[src/rtl/wb_port_arbiter.sv]
// Register-file write-port arbiter: Writeback has fixed priority over a small
// in-order long-unit result buffer. Optional starvation guard: WB_ARB_STARVE_GUARD_EN.
module wb_port_arbiter #(
    parameter int unsigned DEPTH      = 2,
    parameter int unsigned STARVE_MAX = 8
) (
    input  logic        clk,
    input  logic        resetl,
    input  logic        wb_regwrite,
    input  logic [4:0]  wb_rd,
    input  logic [63:0] wb_data,
    input  logic        lu_valid,
    output logic        lu_ready,
    input  logic [4:0]  lu_rd,
    input  logic [63:0] lu_data,
    output logic        rf_we,
    output logic [4:0]  rf_wa,
    output logic [63:0] rf_wd,
    input  logic [4:0]  q_rd,
    output logic        q_hit,
    output logic        stall_req
);

    localparam int unsigned AW = $clog2(DEPTH);
    localparam int unsigned CW = AW + 1;
    localparam logic [CW-1:0] DEPTH_C = CW'(DEPTH);
    localparam logic [4:0]    XZR     = 5'd31;

    typedef enum logic [1:0] {
        GNT_IDLE,
        GNT_WB,
        GNT_BUF
    } grant_e;

    logic [DEPTH-1:0] valid;
    logic [4:0]       rd_mem   [DEPTH];
    logic [63:0]      data_mem [DEPTH];
    logic [AW-1:0]    rd_ptr;
    logic [AW-1:0]    wr_ptr;
    logic [CW-1:0]    count;

    logic   empty;
    logic   head_valid;
    logic   enq;
    logic   store;
    logic   wb_grant;
    logic   pop;
    logic   stall_grant;
    logic   kill_enq;
    grant_e grant;

    assign lu_ready   = resetl && (count < DEPTH_C);
    assign empty      = (count == '0);
    assign head_valid = !empty && valid[rd_ptr];
    assign enq        = lu_valid && lu_ready;
    assign store      = enq && (lu_rd != XZR);

    // NOTE: every output of a combinational block gets a default first, so no path leaves it unassigned and no latch is inferred.
    always_comb begin
        grant       = GNT_IDLE;
        pop         = 1'b0;
        stall_grant = stall_req && head_valid;
        if (stall_grant) begin
            grant = GNT_BUF;
            pop   = 1'b1;
        end else if (wb_regwrite && (wb_rd != XZR)) begin
            grant = GNT_WB;
        end else if (!empty) begin
            // An invalidated head is popped without a register-file write.
            pop = 1'b1;
            if (head_valid) grant = GNT_BUF;
        end
    end

    assign wb_grant = (grant == GNT_WB);
    // The long-unit result is older than a same-cycle Writeback to the same register.
    assign kill_enq = wb_grant && (lu_rd == wb_rd);

    always_comb begin
        q_hit = 1'b0;
        for (int i = 0; i < DEPTH; i++) begin
            if (valid[i] && (rd_mem[i] == q_rd)) q_hit = 1'b1;
        end
        q_hit = q_hit && resetl && (q_rd != XZR);
    end

    // NOTE: sequential state uses non-blocking assignments so every register samples pre-edge values.
    always_ff @(posedge clk) begin
        if (!resetl) begin
            valid  <= '0;
            rd_ptr <= '0;
            wr_ptr <= '0;
            count  <= '0;
        end else begin
            for (int i = 0; i < DEPTH; i++) begin
                if (wb_grant && (rd_mem[i] == wb_rd)) valid[i] <= 1'b0;
            end
            if (pop) begin
                valid[rd_ptr] <= 1'b0;
                rd_ptr        <= rd_ptr + AW'(1);
            end
            if (store) begin
                valid[wr_ptr] <= !kill_enq;
                wr_ptr        <= wr_ptr + AW'(1);
            end
            count <= count + CW'(store) - CW'(pop);
        end
    end

    // NOTE: the payload array is not reset; the valid bits alone decide whether an entry means anything.
    always_ff @(posedge clk) begin
        if (store) begin
            rd_mem[wr_ptr]   <= lu_rd;
            data_mem[wr_ptr] <= lu_data;
        end
    end

    always_ff @(posedge clk) begin
        if (!resetl) begin
            rf_we <= 1'b0;
            rf_wa <= '0;
            rf_wd <= '0;
        end else begin
            unique case (grant)
                GNT_WB: begin
                    rf_we <= 1'b1;
                    rf_wa <= wb_rd;
                    rf_wd <= wb_data;
                end
                GNT_BUF: begin
                    rf_we <= 1'b1;
                    rf_wa <= rd_mem[rd_ptr];
                    rf_wd <= data_mem[rd_ptr];
                end
                default: rf_we <= 1'b0;
            endcase
        end
    end

`ifdef WB_ARB_STARVE_GUARD_EN
    localparam int unsigned SW = $clog2(STARVE_MAX + 1);
    localparam logic [SW-1:0] STARVE_C = SW'(STARVE_MAX);

    logic [SW-1:0] starve_cnt;
    logic [SW-1:0] starve_cnt_next;

    // Saturates at the limit; any buffer pop restarts the count.
    always_comb begin
        starve_cnt_next = starve_cnt;
        if (pop) begin
            starve_cnt_next = '0;
        end else if (head_valid && wb_grant && (starve_cnt != STARVE_C)) begin
            starve_cnt_next = starve_cnt + SW'(1);
        end
    end

    always_ff @(posedge clk) begin
        if (!resetl) begin
            starve_cnt <= '0;
            stall_req  <= 1'b0;
        end else begin
            starve_cnt <= starve_cnt_next;
            stall_req  <= !pop && (stall_req || (starve_cnt_next == STARVE_C));
        end
    end
`else
    logic unused_starve_cfg;
    assign unused_starve_cfg = |STARVE_MAX;
    assign stall_req         = 1'b0;
`endif

endmodule

[config.mk]
export PLATFORM = sky130hd
export DESIGN_NAME = wb_port_arbiter
export DESIGN_NICKNAME = d
export VERILOG_FILES = /design/src/rtl/wb_port_arbiter.sv
export SDC_FILE = /design/constraint.sdc
export NUM_CORES = 1
export LEC_CHECK = 0
export ABC_CLOCK_PERIOD_IN_PS = 16900
export CAP_MARGIN = 5
export CORE_MARGIN = 2
export CORE_UTILIZATION = 45
export CTS_CLUSTER_DIAMETER = 200
export DETAILED_ROUTE_END_ITERATION = 7
export PLACE_DENSITY = 0.77
export SLEW_MARGIN = 20
export SYNTH_ARGS = -nofsm -noshare
export SYNTH_HDL_FRONTEND = slang
export SYNTH_SLANG_ARGS = --single-unit
[constraint.sdc]
create_clock -name clk -period 16.9 [get_ports clk]
set_clock_uncertainty 0.05 [all_clocks]
set_input_delay 1.69 -clock clk [delete_from_list [all_inputs] [get_ports clk]]
set_output_delay 1.69 -clock clk [all_outputs]
set_load 0.05 [all_outputs]
Word-level counts from Yosys, hierarchy flattened --
Memories as Yosys holds them, arrays and structs flattened. A register that Yosys moved wholly into a read port is not among the register bits. Cells that the tools add are included.
Operators by class: bitwise operators 2, $add $sub $neg 4, muxes and demuxes 30, reductions and logical operators 19, equality and inequality tests 10, $lt $le $gt $ge 5
Operator list (count):
- $pmux 64 s2 | 1
- $eq 5x5->1 | 5
- $mux 1 | 19
- $ne 5x5->1 const B | 3
- $logic_and 1x1->1 | 14
- $mux 2 | 6
- $pmux 5 s2 | 1
- $lt 1x2->1 const B | 2
- $add 1x1->1 const B | 2
- $add 2x1->2 | 1
- $and 2x2->2 | 1
- $bwmux 2 | 1
- $demux 1 s1 | 2
- $eq 2x1->1 const B | 1
- $eq 2x2->1 const B | 1
- $ge 1x1->1 const B | 2
- $logic_not 1->1 | 2
- $logic_not 2->1 | 1
- $lt 2x2->1 const B | 1
- $not 2->2 | 1
- $reduce_bool 2->1 | 1
- $reduce_or 2->1 | 1
- $sub 2x1->2 | 1
Word-level totals: bits in writable memories 138, memories kept 2, register bits 76, word-level logic and storage cells 79, input bits 147, output and inout bits 73
Memory list:
- data_mem | depth 2, bits a word 64, read ports 1, clocked after memory_dff 1, write ports 1, RTL line 37 | logic [63:0] data_mem [DEPTH];
- rd_mem | depth 2, bits a word 5, read ports 3, clocked after memory_dff 1, write ports 1, RTL line 36 | logic [4:0] rd_mem [DEPTH];

Depth between registers and ports, before layout --
Gate-level depths: netlist of run 1.
depth after elaboration 15, depth in mapped cells 11, depth with buffers taken out 9

Worst setup path after synthesis of run 1 --
Ideal clock, no wire load.
path kind input port to flip-flop, start input lu_rd[4], end register valid[1], slack 8.982 ns, required time 16.722 ns, library setup time 0.128 ns, buffers on the path 0, arrival time 7.741 ns, cell stages on the path 4, cells stage by stage and4_1 > a211oi_1 > nor2_1 > a32o_1
Between the ends: cells in the longest elaborated chain, start to end 5, elaborated cells between the ends (all ways) 7, those cells by class eq/ne (2); mux (2); reduce/logical (3)
RTL lines:
- from (decl) | RTL line 14 | input logic [4:0] lu_rd,
- $eq 5x5->1 | RTL line 77 | assign kill_enq = wb_grant && (lu_rd == wb_rd);
- $logic_and 1x1->1 | RTL line 77
- $logic_not 1->1 | RTL line 103 | valid[wr_ptr] <= !kill_enq;
- $bwmux 2 | RTL line 103
- $mux 2 (*) | RTL line 102 | if (store) begin
- to (signal, indexed assignment) | RTL line 103
- to (decl) | RTL line 35 | logic [DEPTH-1:0] valid;
Every way passes the cells marked *; elsewhere a longest branch is shown, timed or not. A chain may end at the register's enable or synchronous reset.

Worst setup path in the final report of run 1 --
start input q_rd[0], end output q_hit
Between the ends: cells in the longest elaborated chain, start to end 6, elaborated cells between the ends (all ways) 9, those cells by class eq/ne (3); mux (2); reduce/logical (4)
RTL lines:
- from (decl) | RTL line 19 | input logic [4:0] q_rd,
- $eq 5x5->1 | RTL line 82 | if (valid[i] && (rd_mem[i] == q_rd)) q_hit = 1'b1;
- $logic_and 1x1->1 | RTL line 82
- $mux 1 (2 in series) | RTL line 82
- $logic_and 1x1->1 | RTL line 84 | q_hit = q_hit && resetl && (q_rd != XZR);
- $logic_and 1x1->1 (*) | RTL line 84
- to (decl) | RTL line 20 | output logic q_hit,
Marks and branches as above.

==> results of run 1 <==
[power by group]
| part | total (mW) | switching [mW] | leakage (nW) | internal [mW] |
|---|---|---|---|---|
| clock | 0.518 | 0.194 | 0.380 | 0.324 |
| combinational | 0.352 | 0.214 | 1.76 | 0.138 |
| sequential | 0.638 | 0.0354 | 1.90 | 0.603 |
[synthesized netlist by cell type]
cell type  instances
dfxtp_1           77
o21a_1             3
and2_1             4
buf_6              9
o21ai_0            1
o211ai_2          69
and4_1             1
mux2i_1           69
or2_1              1
a21boi_1          71
conb_1             1
mux2_4             1
inv_1              2
inv_2              1
or3_4              1
o21ai_2            1
clkbuf_1          22
xnor2_1           10
a31oi_1            1
nand3_1           73
nand4_2            1
buf_4             12
nand4_1            3
nand2_1           73
edfxtp_1         138
a21o_1             1
nor4_1             2
nor2_1             5
ha_1               2
a32o_1             2
nor3_1             3
buf_2             17
o21ai_1            1
nor2b_1            1
a21oi_1            1
xor2_1            17
nand3b_1           1
a211oi_1           1
[routing by layer]
layer  routed length, µm  share of wire  GRT usage  vias up
li1                    -              -          -     2990
met1                9270           0.43      0.256     2990
met2               10100           0.47      0.326      204
met3                1690          0.079     0.0494       34
met4                 396          0.018     0.0471        2
met5                  16        0.00075          0        -
[cells by family after synthesis]
| logic type | count (synthesis) |
|---|---|
| flip-flops | 215 |
| AND/OR/NAND/NOR | 169 |
| AO/OA/AOI/OAI | 152 |
| multiplexers | 70 |
| buffers and inverters | 63 |
| XOR/XNOR | 27 |
| adder cells (fa/ha/maj) | 2 |
| other | 1 |
[final cells by class]
cell class / instances / area [µm²] / share of cell area
Clock buffer: 27 / 591 / 0.0478
Clock inverter: 14 / 188 / 0.0152
Inverter: 3 / 11.3 / 0.000912
Multi-Input combinational cell: 421 / 3270 / 0.265
Sequential cell: 215 / 5690 / 0.461
Tap cell: 270 / 338 / 0.0274
Timing Repair Buffer: 229 / 2260 / 0.183
[sequential cells by signal (all words and copies together), names as in the netlist, named ones only]
signal and count:
data_mem 128, rf_wd 64, rd_mem 10, rf_wa 5
count 2, valid 2, rd_ptr 1, rf_we 1
wr_ptr 1
[through the flow]
step | utilization | power (mW) | setup slack [ns]
2_1_floorplan | - | 0.893 | 8.98
3_3_place_gp | 0.572 | 1.00 | 11.47
3_5_place_dp | 0.572 | 1.00 | 11.39
4_1_cts | 0.610 | 1.52 | 11.39
5_1_grt | 0.610 | 1.57 | 11.31
6_report | 0.610 | 1.51 | 11.38
[layout by cell type, fill, tap and decap left out, types with 2 or more instances in the layout]
cell type | Yosys | routed
edfxtp_1 | 138 | 138
nand2_1 | 73 | 73
clkbuf_16 | 0 | 23
buf_4 | 12 | 11
nor4_1 | 2 | 2
clkinv_2 | 0 | 3
xnor2_1 | 10 | 10
nor3_1 | 3 | 3
ha_1 | 2 | 2
clkdlybuf4s50_1 | 0 | 217
a21boi_1 | 71 | 71
clkbuf_1 | 22 | 4
xor2_1 | 17 | 17
inv_1 | 2 | 2
dfxtp_1 | 77 | 76
clkinv_1 | 0 | 6
o211ai_2 | 69 | 69
nor2_1 | 5 | 4
nand4_1 | 3 | 3
mux2i_1 | 69 | 69
o21a_1 | 3 | 2
nand3_1 | 73 | 73
bufinv_16 | 0 | 5
and2_1 | 4 | 3
a32o_1 | 2 | 2
[worst reg2reg max path, delay by kind of cell (launching register included)]
family                 cells  cell delay, ns
AOI/OAI and AO/OA          2            0.36
buffers and inverters      1            0.64
and+or+nand+nor            1            0.75
muxes                      1            0.76
DFF                        1            0.40
[worst max-delay path by stage]
stage	from	endpoint	slack, ns	cells after the start
2_1_floorplan	lu_rd[4]	valid[1]	8.98	4
3_3_place_gp	q_rd[0]	q_hit	11.47	6
3_5_place_dp	q_rd[0]	q_hit	11.39	6
4_1_cts	q_rd[0]	q_hit	11.39	6
5_1_grt	q_rd[0]	q_hit	11.31	6
6_report	q_rd[0]	q_hit	11.38	6
==> flow_metrics.env, run 1 <==
export IMPL_ys_warn_count=0
export IMPL_via_count=6220
export IMPL_clock_sinks=215
export IMPL_crit_fanout=3
export IMPL_cp_arrival_ns=3.78
export IMPL_fin_tns_setup_ns=0
export IMPL_clock_path_buffers=3
export IMPL_whs_ns=0.510
export IMPL_postCtsHoldBufs=0
export IMPL_slowest_delay_ns=0.82
export IMPL_coreArea_um2=20200
export IMPL_antenna_found_initial=1
export IMPL_worst_path_most_repeated_cell="clkdlybuf4s50_1"
export IMPL_setup_viol=0
export IMPL_netlist_top_cells_area="edfxtp_1 (45%), dfxtp_1 (17%), o211ai_2 (9.3%)"
export IMPL_syn_area_per_cell_um2=13.3
export IMPL_synth_top_family_by_area="compound AO/OA/AOI/OAI gates"
export IMPL_syn_nets=848
export IMPL_dieArea_um2=21800
export IMPL_die_y_um=148
export IMPL_numCtsBuffers=23
export IMPL_peakVddDrop_mv=0.0875
export IMPL_r2r_setup_slack_ns=13.88
export IMPL_placed_cell_area_um2=11600
export IMPL_htree_levels=1
export IMPL_maxSlewHeadroom=0.390
export IMPL_crit_path_top_delay_cell="clkdlybuf4s50_1"
export IMPL_postCtsSetupBuffers=0
export IMPL_fin_crit_ns=5.52
export IMPL_worstHoldStart="rd_ptr"
export IMPL_rsz0062_at_grt="false"
export IMPL_placed_cells=1138
export IMPL_grt_pass1_vias=6369
export IMPL_synth_simple_area_share=0.0842
export IMPL_grt_overflow=0
export IMPL_die_x_um=148
export IMPL_worstSetupPathType="input pin to primary output"
export IMPL_grt_max_degree=71
export IMPL_io_buffer_count=218
export IMPL_n_antenna_cell=0
export IMPL_wire_per_inst_um=18.2
export IMPL_cts_clk_slew_worst_paths_ns=0.06
export IMPL_start_util=0.459
export IMPL_wl_um=21500
export IMPL_worst_slew_pin_slew_ns=0.915
export IMPL_ys_seq_area_frac=0.612
export IMPL_drc=0
export IMPL_area_growth_synth_to_final_pct=32.8
export IMPL_reg2regPathDepth=5
export IMPL_grt_pass1_wl_um=33700
export IMPL_yosys_area_share_xor_xnor=0.0254
export IMPL_finalCritPeriodShare=0.327
export IMPL_hold_path_class="flop to flop"
export IMPL_synthMuxAreaShare=0.0759
export IMPL_layout_drive_gt1_share=0.135
export IMPL_drv_cap=0
export IMPL_drt_initial_drc_count=231
export IMPL_fmax_ghz=0.181
export IMPL_yosysUniqueCellTypes=38
export IMPL_root_buffer="clkbuf_16"
export IMPL_num_rows=52
export IMPL_viasPerCell=5.28
export IMPL_status="complete, no violations"
export IMPL_synthAdderAreaFrac=0.00269
export IMPL_cts_resized=0
export IMPL_critPathRequiredTime_ns=15.16
export IMPL_path_cells="clkdlybuf4s50_1, xor2_1, nor4_1, nand3_1, a21oi_1, clkdlybuf4s50_1"
export IMPL_clk_insertion_delay_late_ns=0.49
export IMPL_n_fill_cell=1584
export IMPL_synth_compound_area_frac=0.160
export IMPL_fin_nets=1042
export IMPL_r2r_start="valid[0]"
export IMPL_postSynthCellCount=699
export IMPL_fin_area_um2=12300
export IMPL_end_kind="primary output"
export IMPL_layout_cells_non_filler=1179
export IMPL_cp_num_buf_inv=2
export IMPL_synth_top_area_frac=0.446
export IMPL_synth_area_um2=9290
export IMPL_whs_path_depth=2
export IMPL_drtAntennaViolNets=0
export IMPL_final_hold_viol_count=0
export IMPL_synth_area_leader_cell="edfxtp_1"
export IMPL_setup_worst_path_start_class="input pin"
export IMPL_dp_hpwl_um=13700
export IMPL_leakagePower_nw=4.04
export IMPL_track_usage=0.195
export IMPL_io_pins=220
export IMPL_cts_tree="yes"
export IMPL_drtPass1Iterations=5
export IMPL_final_max_slew_viol_count=0
export IMPL_r2r_end="rf_wd[58]"
export IMPL_cp_top_family="buffers and inverters"
export IMPL_ys_ff_latch=215
export IMPL_powerDensity_nw_per_um2=122
export IMPL_gp_congestion=0.789
Note: power is estimated with default switching activity, not from simulation.
==> inputs of run 2 (changes only) <==
--- a/config.mk
+++ b/config.mk
@@ -5,7 +5,7 @@
 export SDC_FILE = /design/constraint.sdc
 export NUM_CORES = 1
 export LEC_CHECK = 0
-export ABC_CLOCK_PERIOD_IN_PS = 16900
+export ABC_CLOCK_PERIOD_IN_PS = 5390
 export CAP_MARGIN = 5
 export CORE_MARGIN = 2
 export CORE_UTILIZATION = 45
==> constraint.sdc (replaced) <==
create_clock -name clk -period 5.39 [get_ports clk]
set_clock_uncertainty 0.05 [all_clocks]
set_input_delay 0.539 -clock clk [delete_from_list [all_inputs] [get_ports clk]]
set_output_delay 0.539 -clock clk [all_outputs]
set_load 0.05 [all_outputs]
==> flow_metrics.env, run 2 (same netlist as run 1, synthesis figures left out) <==
export IMPL_layout_common_cells="clkdlybuf4s50_1 (217), edfxtp_1 (138), dfxtp_1 (76), nand3_1 (73), nand2_1 (73)"
export IMPL_drv_cap=0
export IMPL_numCtsBuffers=23
export IMPL_drt_initial_drc_count=253
export IMPL_area_growth_synth_to_final_pct=32.4
export IMPL_slowest_delay_ns=0.82
export IMPL_htree_levels=1
export IMPL_via_count=6326
export IMPL_die_y_um=148
export IMPL_grt_pass1_vias=6470
export IMPL_track_usage=0.201
export IMPL_cp_arrival_ns=2.56
export IMPL_cts_resized=0
export IMPL_placed_cells=1137
export IMPL_viasPerCell=5.36
export IMPL_setup_viol=0
export IMPL_fmax_ghz=0.317
export IMPL_rsz0062_at_grt="false"
export IMPL_drc=0
export IMPL_cts_tree="yes"
export IMPL_end_kind="primary output"
export IMPL_worst_slew_pin_slew_ns=1.05
export IMPL_fin_tns_setup_ns=0
export IMPL_fin_util=0.608
export IMPL_crit_fanout=3
export IMPL_clock_path_buffers=3
export IMPL_worst_path_most_repeated_cell="clkdlybuf4s50_1"
export IMPL_drtPass1Iterations=4
export IMPL_fin_crit_ns=3.15
export IMPL_status="complete, no violations"
export IMPL_coreArea_um2=20200
export IMPL_postCtsSetupBuffers=0
export IMPL_path_cells="clkdlybuf4s50_1, xor2_1, nor4_1, nand3_1, a21oi_1, clkdlybuf4s50_1"
export IMPL_antenna_found_initial=0
export IMPL_critPathRequiredTime_ns=4.80
export IMPL_final_common_cell="clkdlybuf4s50_1"
export IMPL_root_buffer="clkbuf_16"
export IMPL_final_hold_viol_count=0
export IMPL_whs_ns=0.508
export IMPL_dieArea_um2=21800
export IMPL_io_pins=220
export IMPL_num_rows=52
export IMPL_fin_nets=1042
export IMPL_dp_hpwl_um=14000
export IMPL_n_fill_cell=1587
export IMPL_setup_worst_path_start_class="input pin"
export IMPL_largest_register="data_mem"
export IMPL_reg_top3="data_mem: 128 flops, rf_wd: 64 flops, rd_mem: 10 flops"
export IMPL_largest_reg_flops=128
export IMPL_drtAntennaViolNets=0
export IMPL_hold_path_class="flop to flop"
export IMPL_n_antenna_cell=0
export IMPL_final_max_slew_viol_count=0
export IMPL_cts_clk_slew_worst_paths_ns=0.06
export IMPL_worstSetupPathType="input pin to primary output"
export IMPL_powerDensity_nw_per_um2=374
export IMPL_layout_drive_gt1_share=0.136
export IMPL_fin_area_um2=12300
export IMPL_grt_pass1_wl_um=34600
export IMPL_clk_insertion_delay_late_ns=0.50
export IMPL_leakagePower_nw=4.02
export IMPL_layout_cells_non_filler=1180
export IMPL_wire_per_inst_um=18.6
export IMPL_start_util=0.459
export IMPL_postCtsHoldBufs=0
export IMPL_grt_max_degree=71
export IMPL_peakVddDrop_mv=0.251
export IMPL_gp_congestion=0.764
export IMPL_placed_cell_area_um2=11600
export IMPL_finalCritPeriodShare=0.585
export IMPL_crit_path_top_delay_cell="clkdlybuf4s50_1"
export IMPL_die_x_um=148
export IMPL_io_buffer_count=218
export IMPL_grt_overflow=0
export IMPL_maxSlewHeadroom=0.299
export IMPL_wl_um=22000
export IMPL_clock_sinks=215
run 2: cell types whose count changed in the layout (fill, tap and decap cells not counted), sizes merged:
cell | before | now
clkinv | 9 | 4
clkbuf | 27 | 37
inv | 3 | 4
bufinv | 5 | 0
run 2: worst paths after layout:
| path | startpoint | to | slack (ns) | cells after the start |
|---|---|---|---|---|
| setup / recovery | q_rd[0] | q_hit | 2.24 | 6 |
| hold / removal | rf_wd[42] | rf_wd[42] | 0.51 | 2 |
| setup reg to reg | valid[0] | rf_wd[30] | 2.41 | 5 |
| hold reg to reg | rf_wd[42] | rf_wd[42] | 0.51 | 2 |
run 2: area by class of cell:
cell class	count	area, µm²	area share
sequential	215	5690	0.463
inverter	3	11.3	0.000915
timing repair buffer	229	2280	0.185
clock inverter	5	26.3	0.00214
tap	270	338	0.0275
clock buffer	37	688	0.0559
multi-input combinational	421	3270	0.266
run 2: metal layers:
layer / wire length [µm] / share of wire / global-route usage / up-vias
li1: - / - / - / 2987
met1: 9160 / 0.42 / 0.263 / 3074
met2: 10700 / 0.49 / 0.334 / 230
met3: 1620 / 0.073 / 0.0472 / 35
met4: 503 / 0.023 / 0.0572 / 0
met5: 0 / 0 / 0 / -
run 2: metrics by stage:
step | power, mW | worst slack, ns
after floorplan | 2.80 | 0.936
after global placement | 3.14 | 1.99
after detailed placement | 3.16 | 2.00
after CTS | 4.64 | 2.23
after global routing | 4.78 | 2.10
final | 4.60 | 2.24
run 2: power by group:
group / internal (mW) / switching [mW]
combinational: 0.436 / 0.700
sequential: 1.89 / 0.0900
clock: 0.871 / 0.608
total: 3.20 / 1.40
run 2: critical path, delay by kind of cell:
kind | cells | cell delay (ns)
xor gates and xnor gates | 1 | 0.17
and+or+nand+nor | 2 | 0.43
AOI/OAI and AO/OA | 1 | 0.13
buffers and inverters | 2 | 1.30
==> inputs of run 3 (changes only) <==
--- a/config.mk
+++ b/config.mk
@@ -5,7 +5,7 @@
 export SDC_FILE = /design/constraint.sdc
 export NUM_CORES = 1
 export LEC_CHECK = 0
-export ABC_CLOCK_PERIOD_IN_PS = 5390
+export ABC_CLOCK_PERIOD_IN_PS = 3300
 export CAP_MARGIN = 5
 export CORE_MARGIN = 2
 export CORE_UTILIZATION = 45
==> constraint.sdc (replaced) <==
create_clock -name clk -period 3.3 [get_ports clk]
set_clock_uncertainty 0.05 [all_clocks]
set_input_delay 0.33 -clock clk [delete_from_list [all_inputs] [get_ports clk]]
set_output_delay 0.33 -clock clk [all_outputs]
set_load 0.05 [all_outputs]
==> flow_metrics.env, run 3 (same netlist as run 1, synthesis figures left out) <==
export IMPL_status="complete, no violations"
export IMPL_grt_pass1_wl_um=34400
export IMPL_io_pins=220
export IMPL_r2r_setup_slack_ns=1.38
export IMPL_drv_cap=0
export IMPL_path_cells="xor2_1, nor4_1, nand3_1, a21oi_1, buf_4"
export IMPL_drtPass1Iterations=4
export IMPL_crit_fanout=3
export IMPL_largest_reg_flops=128
export IMPL_placed_cells=1142
export IMPL_power_frac_comb=0.251
export IMPL_placed_cell_area_um2=11600
export IMPL_io_buffer_count=218
export IMPL_switching_share=0.309
export IMPL_cts_resized=0
export IMPL_viasPerCell=5.28
export IMPL_final_max_slew_viol_count=0
export IMPL_coreArea_um2=20200
export IMPL_layout_cells_non_filler=1182
export IMPL_p_seq_frac=0.441
export IMPL_worstHoldStart="resetl"
export IMPL_crit_path_top_delay_cell="edfxtp_1"
export IMPL_end_kind="primary output"
export IMPL_cp_arrival_ns=1.99
export IMPL_p_switching_mw=2.28
export IMPL_cp_startpoint="rd_mem[1][0]"
export IMPL_clk_insertion_delay_late_ns=0.50
export IMPL_critPathRequiredTime_ns=2.92
export IMPL_final_common_cell="clkdlybuf4s50_1"
export IMPL_hold_path_class="input pin to flop"
export IMPL_clock_sinks=215
export IMPL_cp_top_family="flip-flops"
export IMPL_start_util=0.459
export IMPL_antenna_found_initial=0
export IMPL_fin_tns_setup_ns=0
export IMPL_drtAntennaViolNets=0
export IMPL_postCtsSetupBuffers=0
export IMPL_fin_util=0.608
export IMPL_wl_um=21900
export IMPL_grt_overflow=0
export IMPL_fmax_ghz=0.421
export IMPL_worstSetupPathType="flop to primary output"
export IMPL_fin_crit_ns=2.37
export IMPL_worst_slew_pin_slew_ns=0.834
export IMPL_area_growth_synth_to_final_pct=32.4
export IMPL_layout_drive_gt1_share=0.137
export IMPL_setup_worst_path_start_class="flop"
export IMPL_dp_hpwl_um=13800
export IMPL_wire_per_inst_um=18.5
export IMPL_die_x_um=148
export IMPL_powerDensity_nw_per_um2=599
export IMPL_peakVddDrop_mv=0.366
export IMPL_drt_initial_drc_count=246
export IMPL_fin_area_um2=12300
export IMPL_htree_levels=1
export IMPL_drc=0
export IMPL_maxSlewHeadroom=0.444
export IMPL_fin_nets=1045
export IMPL_postCtsHoldBufs=0
export IMPL_layout_common_cells="clkdlybuf4s50_1 (216), edfxtp_1 (138), dfxtp_1 (76), nand3_1 (73), nand2_1 (73)"
export IMPL_die_y_um=148
export IMPL_gp_congestion=0.808
export IMPL_setup_viol=0
export IMPL_rsz0062_at_grt="false"
export IMPL_via_count=6237
export IMPL_pwr_share_clk=0.308
export IMPL_cts_tree="yes"
export IMPL_whs_ns=0.294
export IMPL_reg_top3="data_mem: 128 flops, rf_wd: 64 flops, rd_mem: 10 flops"
export IMPL_n_antenna_cell=0
export IMPL_final_hold_viol_count=0
export IMPL_dieArea_um2=21800
export IMPL_numCtsBuffers=22
export IMPL_cts_clk_slew_worst_paths_ns=0.06
export IMPL_leakagePower_nw=4.01
export IMPL_track_usage=0.200
export IMPL_finalCritPeriodShare=0.719
export IMPL_internal_power_mw=5.10
export IMPL_grt_pass1_vias=6536
export IMPL_num_rows=52
export IMPL_cp_num_buf_inv=1
export IMPL_grt_max_degree=71
export IMPL_clock_path_buffers=3
export IMPL_slowest_delay_ns=0.46
export IMPL_root_buffer="clkbuf_16"
export IMPL_largest_register="data_mem"
-- run 3: cell count changes in the layout (fill, tap and decap cells not counted), moves of 2 or more --
cell / delta
clkbuf_1: -3
clkinvlp_4: +2
buf_12: +3
clkbuf_8: -6
clkinv_1: +5
buf_4: +3
-- run 3: path summary, 6_finish.rpt --
check	cells after the start	end
max	5	q_hit
min	2	rf_wd[33]
max reg2reg	5	rf_wa[2]
min reg2reg	2	rf_wa[4]
-- run 3: power groups by stage --
stage	sequential (mW)	clock [mW]	combinational, mW
finish	3.25	2.27	1.85
global route	3.28	2.43	1.99
CTS	3.26	2.32	1.88
detailed placement	3.31	0	1.87
global placement	3.31	0	1.85
floorplan	3.54	0	1.02
-- run 3: worst register-to-register path, stage by stage (launching register included) --
cell	delay (ns)
dfxtp_4	0.78
buf_12	0.36
mux2i_1	0.29
nand3_1	0.11
o211ai_2	0.13
a21boi_1	0.08
-- run 3: final cells by class --
class / count / area [µm²]
multi-input combinational: 421 / 3270
clock inverter: 12 / 60.1
fill: 1574 / 7930
timing repair buffer: 233 / 2340
inverter: 3 / 11.3
sequential: 215 / 5690
tap: 270 / 338
clock buffer: 28 / 594
-- run 3: layer usage --
layer  vias to the layer above  global-route usage  routed length (µm)
met5                         -                   0                   0
met2                       195               0.343               10600
met1                      3014               0.256                9120
met3                        33              0.0460                1740
li1                       2995                   -                   -
met4                         0              0.0514                 423
-- run 3: through the flow --
stage	power [mW]	worst slack (ns)
after CTS	7.45	0.924
after floorplan	4.57	0.217
after global routing	7.70	0.764
after detailed placement	5.19	0.666
after global placement	5.15	0.696
final	7.37	0.926
